==> config.mk <==
export PLATFORM = sky130hd
export DESIGN_NAME = pre_if_stage
export DESIGN_NICKNAME = d
export VERILOG_FILES = /design/src/rtl/pre_if_stage.sv
export SDC_FILE = /design/constraint.sdc
export NUM_CORES = 1
export LEC_CHECK = 0
export ABC_AREA = 1
export ABC_CLOCK_PERIOD_IN_PS = 1700
export CAP_MARGIN = 20
export CORE_MARGIN = 1
export CORE_UTILIZATION = 25
export CTS_CLUSTER_DIAMETER = 100
export DETAILED_ROUTE_END_ITERATION = 16
export SYNTH_ARGS = -nofsm -noshare
export SYNTH_HDL_FRONTEND = slang
export SYNTH_SLANG_ARGS = --single-unit
==> constraint.sdc <==
create_clock -name clk -period 1.7 [get_ports clk]
set_clock_uncertainty 0.05 [all_clocks]
set_input_delay 0.255 -clock clk [delete_from_list [all_inputs] [get_ports clk]]
set_output_delay 0.255 -clock clk [all_outputs]
set_load 0.005 [all_outputs]
==> src/rtl/pre_if_stage.sv <==
// Pre-IF stage: owns PC generation, issues single-outstanding fetch requests
// and hands each accepted (or misaligned) PC to IF, tagging redirected entries.
module pre_if_stage #(
  parameter logic [31:0] RESET_PC = 32'hbfc00000,
  parameter logic [31:0] EXCP_PC  = 32'hbfc00380
) (
  input  logic        clk,
  input  logic        reset,
  input  logic        fs_allowin,
  input  logic        br_taken,
  input  logic [31:0] br_target,
  input  logic        br_stall,
  input  logic        go_excp_entry,
  input  logic        eret_flush,
  input  logic [31:0] cp0_epc,
  output logic        pfs_to_fs_valid,
  output logic [33:0] pfs_to_fs_bus,
  output logic        inst_req,
  output logic        inst_wr,
  output logic [1:0]  inst_size,
  output logic [31:0] inst_addr,
  output logic [31:0] inst_wdata,
  input  logic        inst_addr_ok
);

  localparam logic [0:0] S_REQ  = 1'b0;
  localparam logic [0:0] S_HOLD = 1'b1;

  logic [0:0]  state_q, state_d;
  logic [31:0] pc_q, pc_d;
  logic [31:0] hold_pc_q, hold_pc_d;
  logic        hold_cancel_q, hold_cancel_d;
  logic        hold_adel_q, hold_adel_d;
  logic        rd_valid_q, rd_valid_d;
  logic [31:0] rd_pc_q, rd_pc_d;
  logic        rd_flush_q, rd_flush_d;
  logic        req_live_q, req_live_d;

  logic        flush_in_s;
  logic        redir_in_s;
  logic [31:0] redir_tgt_s;
  logic        take_new_s;
  logic        rd_any_s;
  logic [31:0] rd_tgt_s;
  logic        misal_s;
  logic        req_s;

  // Redirect selection; a late branch never displaces a pending flush.
  always_comb begin
    flush_in_s = go_excp_entry | eret_flush;
    redir_in_s = flush_in_s | br_taken;
    if (go_excp_entry) begin
      redir_tgt_s = EXCP_PC;
    end else if (eret_flush) begin
      redir_tgt_s = cp0_epc;
    end else begin
      redir_tgt_s = br_target;
    end
    take_new_s = redir_in_s & ~(~flush_in_s & rd_valid_q & rd_flush_q);
    rd_any_s   = rd_valid_q | redir_in_s;
    rd_tgt_s   = take_new_s ? redir_tgt_s : rd_pc_q;
    misal_s    = (pc_q[1:0] != 2'b00);
    // An outstanding request is held stable regardless of new events.
    req_s      = (state_q == S_REQ) &
                 (req_live_q | (~br_stall & ~misal_s & ~rd_valid_q & ~redir_in_s));
  end

  // Next-state logic for PC, held entry and pending redirect.
  always_comb begin
    state_d       = state_q;
    pc_d          = pc_q;
    hold_pc_d     = hold_pc_q;
    hold_cancel_d = hold_cancel_q;
    hold_adel_d   = hold_adel_q;
    rd_valid_d    = rd_valid_q;
    rd_pc_d       = rd_pc_q;
    rd_flush_d    = rd_flush_q;
    req_live_d    = req_live_q;

    if (take_new_s) begin
      rd_valid_d = 1'b1;
      rd_pc_d    = redir_tgt_s;
      rd_flush_d = flush_in_s;
    end else begin
      rd_valid_d = rd_valid_q;
    end

    case (state_q)
      S_REQ: begin
        if (req_s) begin
          if (inst_addr_ok) begin
            hold_pc_d     = pc_q;
            hold_adel_d   = 1'b0;
            hold_cancel_d = rd_any_s;
            pc_d          = pc_q + 32'd4;
            req_live_d    = 1'b0;
            state_d       = S_HOLD;
          end else begin
            req_live_d = 1'b1;
          end
        end else if (rd_any_s) begin
          pc_d       = rd_tgt_s;
          rd_valid_d = 1'b0;
          rd_flush_d = 1'b0;
        end else if (misal_s) begin
          hold_pc_d     = pc_q;
          hold_adel_d   = 1'b1;
          hold_cancel_d = 1'b0;
          state_d       = S_HOLD;
        end else begin
          state_d = S_REQ;
        end
      end
      S_HOLD: begin
        if (redir_in_s) begin
          hold_cancel_d = 1'b1;
        end else begin
          hold_cancel_d = hold_cancel_q;
        end
        if (fs_allowin) begin
          if (rd_any_s) begin
            pc_d       = rd_tgt_s;
            rd_valid_d = 1'b0;
            rd_flush_d = 1'b0;
          end else begin
            pc_d = pc_q;
          end
          state_d = S_REQ;
        end else begin
          state_d = S_HOLD;
        end
      end
      default: begin
        state_d    = S_REQ;
        req_live_d = 1'b0;
      end
    endcase
  end

  // State registers, synchronous active-high reset.
  always_ff @(posedge clk) begin
    if (reset) begin
      state_q       <= S_REQ;
      pc_q          <= RESET_PC;
      hold_pc_q     <= 32'h0000_0000;
      hold_cancel_q <= 1'b0;
      hold_adel_q   <= 1'b0;
      rd_valid_q    <= 1'b0;
      rd_pc_q       <= 32'h0000_0000;
      rd_flush_q    <= 1'b0;
      req_live_q    <= 1'b0;
    end else begin
      state_q       <= state_d;
      pc_q          <= pc_d;
      hold_pc_q     <= hold_pc_d;
      hold_cancel_q <= hold_cancel_d;
      hold_adel_q   <= hold_adel_d;
      rd_valid_q    <= rd_valid_d;
      rd_pc_q       <= rd_pc_d;
      rd_flush_q    <= rd_flush_d;
      req_live_q    <= req_live_d;
    end
  end

  assign inst_req        = req_s & ~reset;
  assign inst_addr       = pc_q;
  assign inst_wr         = 1'b0;
  assign inst_size       = 2'b10;
  assign inst_wdata      = 32'h0000_0000;
  assign pfs_to_fs_valid = (state_q == S_HOLD) & ~reset;
  assign pfs_to_fs_bus   = {hold_cancel_q, hold_adel_q, hold_pc_q};

endmodule

==> results of run 1 <==
==> routing by layer <==
layer / up-vias / track usage / wire length (µm)
met5: - / 0 / 0
met4: 0 / 0.04809 / 333
met3: 17 / 0.03166 / 1129
met2: 215 / 0.2534 / 9088
met1: 2991 / 0.2319 / 9617
li1: 3442 / - / -
==> report_power, final <==
group / switching, µW / leakage [µW] / internal (µW)
Combinational: 851 / 0.00323 / 910
Clock: 998 / 0.000156 / 1300
Sequential: 147 / 0.000848 / 2580
Total: 2000 / 0.00424 / 4780
==> worst max-delay path, stage by stage (launching register included) <==
cell	delay [ps]
sky130_fd_sc_hd__dfxtp_1	380
sky130_fd_sc_hd__buf_4	140
sky130_fd_sc_hd__clkdlybuf4s50_1	490
==> through the flow <==
| stage | hold WS (ps) | cell area (µm²) | power (µW) |
|---|---|---|---|
| after global routing | 448.9 | 9358 | 7103 |
| after floorplan | 372.5 | 5961 | 3486 |
| final | 430.3 | 9358 | 6779 |
| after detailed placement | 416.9 | 8218 | 4310 |
| after global placement | 410.0 | 8218 | 4292 |
| after CTS | 426.1 | 8816 | 6689 |
==> cell type report <==
class                           instances  area [µm²]  area share
Clock buffer                            9       225.2     0.02407
Timing Repair Buffer                  281        2733      0.2920
Multi-Input combinational cell        707        3461      0.3698
Inverter                               90       351.6     0.03757
Tap cell                              313       391.6     0.04185
Clock inverter                          7       95.09     0.01016
Sequential cell                       102        2101      0.2245
==> final timing paths <==
path | startpoint | end | cells after the start | slack (ps)
min | hold_pc_q[13]$_SDFFE_PP0P_ | hold_pc_q[13]$_SDFFE_PP0P_ | 2 | 430
max reg2reg | rd_flush_q$_SDFF_PP0_ | inst_addr[15]$_SDFFE_PP0P_ | 12 | 40
min reg2reg | hold_pc_q[13]$_SDFFE_PP0P_ | hold_pc_q[13]$_SDFFE_PP0P_ | 2 | 430
max | inst_addr[24]$_SDFFE_PP1P_ | inst_addr[24] | 2 | 20
==> flip-flops by register name, summed over array words and instances, names as in the netlist <==
name           cells
rd_valid_q         1
rd_pc_q           32
rd_flush_q         1
hold_pc_q         32
inst_addr         32
hold_cancel_q      1
req_live_q         1
hold_adel_q        1
state_q            1
==> synthesized netlist by cell type <==
cell type | instances | area [µm²]
sky130_fd_sc_hd__nand2_2 | 1 | 6.260
sky130_fd_sc_hd__buf_6 | 4 | 45.04
sky130_fd_sc_hd__buf_4 | 40 | 300.3
sky130_fd_sc_hd__a21o_1 | 1 | 7.510
sky130_fd_sc_hd__conb_1 | 2 | 7.510
sky130_fd_sc_hd__clkinv_1 | 2 | 7.510
sky130_fd_sc_hd__a21oi_1 | 53 | 265.3
sky130_fd_sc_hd__nor2_1 | 160 | 600.6
sky130_fd_sc_hd__nand3b_1 | 1 | 7.510
sky130_fd_sc_hd__buf_1 | 4 | 15.01
sky130_fd_sc_hd__o21ai_1 | 23 | 115.1
sky130_fd_sc_hd__o21a_1 | 1 | 7.510
sky130_fd_sc_hd__nand3_4 | 1 | 17.52
sky130_fd_sc_hd__nor2b_1 | 1 | 6.260
sky130_fd_sc_hd__a31oi_1 | 2 | 12.51
sky130_fd_sc_hd__o211ai_1 | 4 | 30.03
sky130_fd_sc_hd__nand3_1 | 85 | 425.4
sky130_fd_sc_hd__inv_1 | 86 | 322.8
sky130_fd_sc_hd__xnor2_1 | 1 | 8.760
sky130_fd_sc_hd__nand4_1 | 3 | 18.77
sky130_fd_sc_hd__nor4_1 | 1 | 6.260
sky130_fd_sc_hd__a211oi_1 | 1 | 7.510
sky130_fd_sc_hd__o21ai_0 | 76 | 380.4
sky130_fd_sc_hd__ha_1 | 1 | 12.51
sky130_fd_sc_hd__nor2_4 | 1 | 11.26
sky130_fd_sc_hd__a22o_1 | 1 | 8.760
sky130_fd_sc_hd__nor3_1 | 4 | 20.02
sky130_fd_sc_hd__xor2_1 | 3 | 26.28
sky130_fd_sc_hd__clkinv_2 | 1 | 5.000
sky130_fd_sc_hd__buf_2 | 12 | 60.06
sky130_fd_sc_hd__nand2_1 | 244 | 915.9
sky130_fd_sc_hd__dfxtp_1 | 102 | 2042
sky130_fd_sc_hd__or2_2 | 1 | 6.260
sky130_fd_sc_hd__inv_2 | 1 | 3.750
sky130_fd_sc_hd__clkbuf_1 | 22 | 82.58
sky130_fd_sc_hd__o21bai_2 | 1 | 11.26
sky130_fd_sc_hd__clkbuf_2 | 2 | 10.01
==> what timing repair did <==
action                     CTS  global route
hold buffers                 0             0
setup endpoints to repair   93            86
setup buffers               10             9
cloned                       3             2
resized for setup           68           164
pin swaps                   12            25
==> kinds of logic (layout without fill, tap and decap cells) <==
family / count (synthesis) / after routing / synth area share
and+or+nand+nor: 503 / 503 / 0.3498
buffers and inverters: 174 / 387 / 0.1460
AOI/OAI and AO/OA: 163 / 164 / 0.1449
DFF: 102 / 102 / 0.3498
xor gates and xnor gates: 4 / 4 / 0.006003
other: 2 / 35 / 0.001287
adders and majority gates: 1 / 1 / 0.002143
==> flow_summary.yaml, run 1 <==
detailed_routing:
  num_vias: 6665
  drc_errors: 0
  viasPerCell: 4.417
  dr.first_iter.drc_count: 423
  detail_route.wirelength_um: 20170
  detail_route.first_pass.iterations: 6
  antenna_violating_nets_post_route: 0
  routed_wire_length_per_instance_um: 13.37
power:
  peakVddDrop_v: 0.0004414
  p_per_area_nw_per_um2: 724.4
  power_leakage_uw: 0.004237
global_route:
  grt_max_degree: 48
  first_pass_grt_wire_length_um: 30840
  gr-usage-all-layers: 0.1648
  grt-ovfl-total: 0
  antenna_found_initial: 0
  via_count_of_the_first_global_routing_pass: 5951
critical_path:
  crit_required_ps: 1390
  arrival_ps: 1370
  startpoint_type: "flop"
  timing.critical_path.to_type: "output pin"
  critical_path_peak_fanout: 4
  setup.worst_path.class: "flop to output pin"
cells_and_area:
  post_route_cells_drive_above_1_share: 0.2483
  insertedDiodeCount: 0
  most_common_cell_after_layout_fill_and_taps_aside: "sky130_fd_sc_hd__nand2_1"
  layout.filler_cells: 2359
  post_layout_nets: 1264
  area.growth.synth_to_final_pct: 60.32
  layout.cells.most_common_list: "231 x sky130_fd_sc_hd__nand2_1, 126 x sky130_fd_sc_hd__nor2_1, 126 x sky130_fd_sc_hd__clkdlybuf4s50_1"
  layoutNonFillerInstCount: 1509
  utilization: 0.4108
placed_design:
  port_buffers: 139
  place_hpwl_um: 14750
  placement.setup.worst_slack_ps: -645.6
  post-place-cells: 1471
  gpl.final_weighted_congestion: 0.8882
run_status:
  outcome: "complete, no violations"
job:
  drv.max_cap_violation_count: 0
clock_network:
  cts.sink_count: 102
  htreeDepth: 3
  cts_tree: "yes"
  ctsRootBufferMaster: "sky130_fd_sc_hd__clkbuf_16"
  numCtsBuffers: 9
  cts.path.max_buffers: 2
  clkSlewWorstSetupHoldPaths_ps: 70
  clock_latency_ps: 360
die:
  chip_height_um: 154.8
  die_x_um: 154.8
  placementRows: 55
  coreArea_um2: 22780
  design.portCount: 175
  initial_utilization: 0.2562
  die-area_um2: 23960
timing:
  report.final.hold_viol_count: 0
  setup_total_negative_slack_ps: 0
  finalWorstSetupSlack_ps: 24.48
  achievable-frequency_ghz: 0.5968
  layout_worst_path_cycle_share: 0.9856
  rsz0062_at_grt: "true"
  report.final.setup_viol: 0
  final_period_minus_worst_setup_slack_ps: 1676
  final_max_slew_viol_count: 0
synth:
  synthDistinctLibCells: 37
  synth.cell_area_um2: 5837
  average_instance_area_after_synthesis_um2: 6.151
  synth_warnings: 0
  synth-seq-cells: 102
  postSynthCellCount: 949
  sequential_fraction_of_the_synthesis_area: 0.3498
hold_path:
  worst_hold_path_class: "flop to flop"
Power figures use the tool's default switching activity.
==> run 2, diff against run 1 <==
--- a/config.mk
+++ b/config.mk
@@ -8,6 +8,7 @@
 export ABC_AREA = 1
 export ABC_CLOCK_PERIOD_IN_PS = 1700
 export CAP_MARGIN = 20
+export CORE_ASPECT_RATIO = 1.5
 export CORE_MARGIN = 1
 export CORE_UTILIZATION = 25
 export CTS_CLUSTER_DIAMETER = 100
==> run 2 against run 1 <==
  * Design area decreased by 1.7%
  * Global-route usage increased by 0.39 points
  * Worst hold slack improved by 2.4 ps
  * Combinational power about the same
  * The flow now finishes with violations (negative setup slack)
  * Final cell count decreased by 2.0%
  * Critical path type is now flop to flop
==> flow_summary.yaml, run 2 (synthesized netlist as in run 1, its figures left out) <==
die:
  die-area_um2: 23980
  initial_utilization: 0.2541
  design.portCount: 175
  chip_height_um: 189.1
  placementRows: 68
  coreArea_um2: 22970
  die_x_um: 126.8
job:
  drv.max_cap_violation_count: 0
power:
  p_per_area_nw_per_um2: 731.2
  seqPwrFrac: 0.402
  power_switching_share: 0.2874
  total_switching_power_uw: 1933
  internal_power_uw: 4793
  share_clk_of_total_power: 0.341
  fraction_of_power_consumed_by_combinational_cells: 0.257
  peakVddDrop_v: 0.0005451
  power_leakage_uw: 0.004151
  total_power_uw: 6725
clock_network:
  htreeDepth: 3
  clock_latency_ps: 360
  ctsRootBufferMaster: "sky130_fd_sc_hd__clkbuf_16"
  clkSlewWorstSetupHoldPaths_ps: 70
  numCtsBuffers: 9
  cts.path.max_buffers: 2
  hold_buffers: 0
  cts.sink_count: 102
  cts_tree: "yes"
detailed_routing:
  viasPerCell: 4.523
  detail_route.first_pass.iterations: 5
  antenna_violating_nets_post_route: 0
  drc_errors: 0
  dr.first_iter.drc_count: 334
  num_vias: 6689
  detail_route.wirelength_um: 20250
  routed_wire_length_per_instance_um: 13.69
critical_path:
  arrival_ps: 1970
  setup.worst_path.class: "flop to flop"
  crit_required_ps: 1910
  critical_path_peak_fanout: 10
  startpoint_type: "flop"
  timing.critical_path.to_type: "flop"
hold_path:
  worst_hold_path_class: "flop to flop"
placed_design:
  gpl.final_weighted_congestion: 0.8755
  post-place-cells: 1441
  area_of_placed_instances_um2: 8187
  place_hpwl_um: 15030
  port_buffers: 139
timing:
  final_max_slew_viol_count: 0
  achievable-frequency_ghz: 0.5688
  layout_worst_path_cycle_share: 1.034
  finalWorstSetupSlack_ps: -58.11
  final.hold.worst_slack_ps: 432.7
  final_period_minus_worst_setup_slack_ps: 1758
  report.final.setup_viol: 28
  report.final.hold_viol_count: 0
  rsz0062_at_grt: "true"
global_route:
  gr-usage-all-layers: 0.1687
  grt_max_degree: 49
  grt-ovfl-total: 0
  antenna_found_initial: 0
  via_count_of_the_first_global_routing_pass: 6237
  first_pass_grt_wire_length_um: 31530
cells_and_area:
  most_common_cell_after_layout_fill_and_taps_aside: "sky130_fd_sc_hd__nand2_1"
  area.growth.synth_to_final_pct: 57.58
  post_route_cells_drive_above_1_share: 0.2277
  layout.cells.most_common_list: "231 x sky130_fd_sc_hd__nand2_1, 143 x sky130_fd_sc_hd__nor2_1, 128 x sky130_fd_sc_hd__clkdlybuf4s50_1"
  final_cell_area_um2: 9198
  layoutNonFillerInstCount: 1479
  utilization: 0.4004
  insertedDiodeCount: 0
  post_layout_nets: 1267
run_status:
  failed_checks: "negative setup slack"
  outcome: "complete, but fails checks"
-- run 2: path summary, 6_finish.rpt --
path,endpoint,cells past startpoint,slack [ps],start
worst max-delay path,hold_pc_q[23]$_SDFFE_PP0P_,11,-60,state_q$_SDFF_PP0_
worst min register to register,hold_pc_q[11]$_SDFFE_PP0P_,2,430,hold_pc_q[11]$_SDFFE_PP0P_
worst max register to register,hold_pc_q[23]$_SDFFE_PP0P_,11,-60,state_q$_SDFF_PP0_
worst min-delay path,hold_pc_q[11]$_SDFFE_PP0P_,2,430,hold_pc_q[11]$_SDFFE_PP0P_
-- run 2: final cells by class --
| class | instances | area, µm² |
|---|---|---|
| clock buffer | 10 | 239.0 |
| clock inverter | 6 | 85.08 |
| fill | 2425 | 13770 |
| inverter | 90 | 347.8 |
| multi-input combinational | 707 | 3390 |
| sequential | 102 | 2098 |
| tap | 280 | 350.3 |
| timing repair buffer | 284 | 2688 |
-- run 2: critical path, cell delays in order (launching register included) --
cell,delay (ps)
sky130_fd_sc_hd__dfxtp_2,340
sky130_fd_sc_hd__nor2_2,120
sky130_fd_sc_hd__nand2_2,90
sky130_fd_sc_hd__o21bai_4,200
sky130_fd_sc_hd__buf_6,140
sky130_fd_sc_hd__nand2_4,50
sky130_fd_sc_hd__o21ai_4,90
sky130_fd_sc_hd__nand2_4,110
sky130_fd_sc_hd__buf_12,150
sky130_fd_sc_hd__buf_12,140
sky130_fd_sc_hd__o21ai_4,130
sky130_fd_sc_hd__nor2_1,40
-- run 2: power groups by stage --
stage	clock [µW]	sequential [µW]	combinational [µW]
finish	2290	2710	1730
global route	2430	2730	1910
CTS	2350	2700	1640
detailed placement	0	2750	1560
global placement	0	2750	1550
floorplan	0	2760	730
-- run 2: per-layer routing --
metal	GRT usage	vias to the layer above	wire, µm	share of wire
met2	0.3170	180	10620	0.52
met5	0	-	0	0
met3	0.02374	28	826	0.041
met4	0.06731	0	557	0.028
met1	0.1890	3039	8241	0.41
li1	-	3442	-	-
-- run 2: what timing repair did --
| action | CTS | global route |
|---|---|---|
| setup endpoints to repair | 101 | 84 |
| gates cloned | 3 | 2 |
| pin swaps | 9 | 20 |
| buffers inserted | 8 | 10 |
| resized for setup | 79 | 110 |
-- run 2: metrics by stage --
| stage | setup TNS, ps | worst slack [ps] |
|---|---|---|
| floorplan | 0 | 62.61 |
| global placement | -50020 | -636.9 |
| detailed placement | -51140 | -660.5 |
| CTS | -420.9 | -140.5 |
| global route | -3569 | -145.0 |
| finish | -1049 | -58.11 |
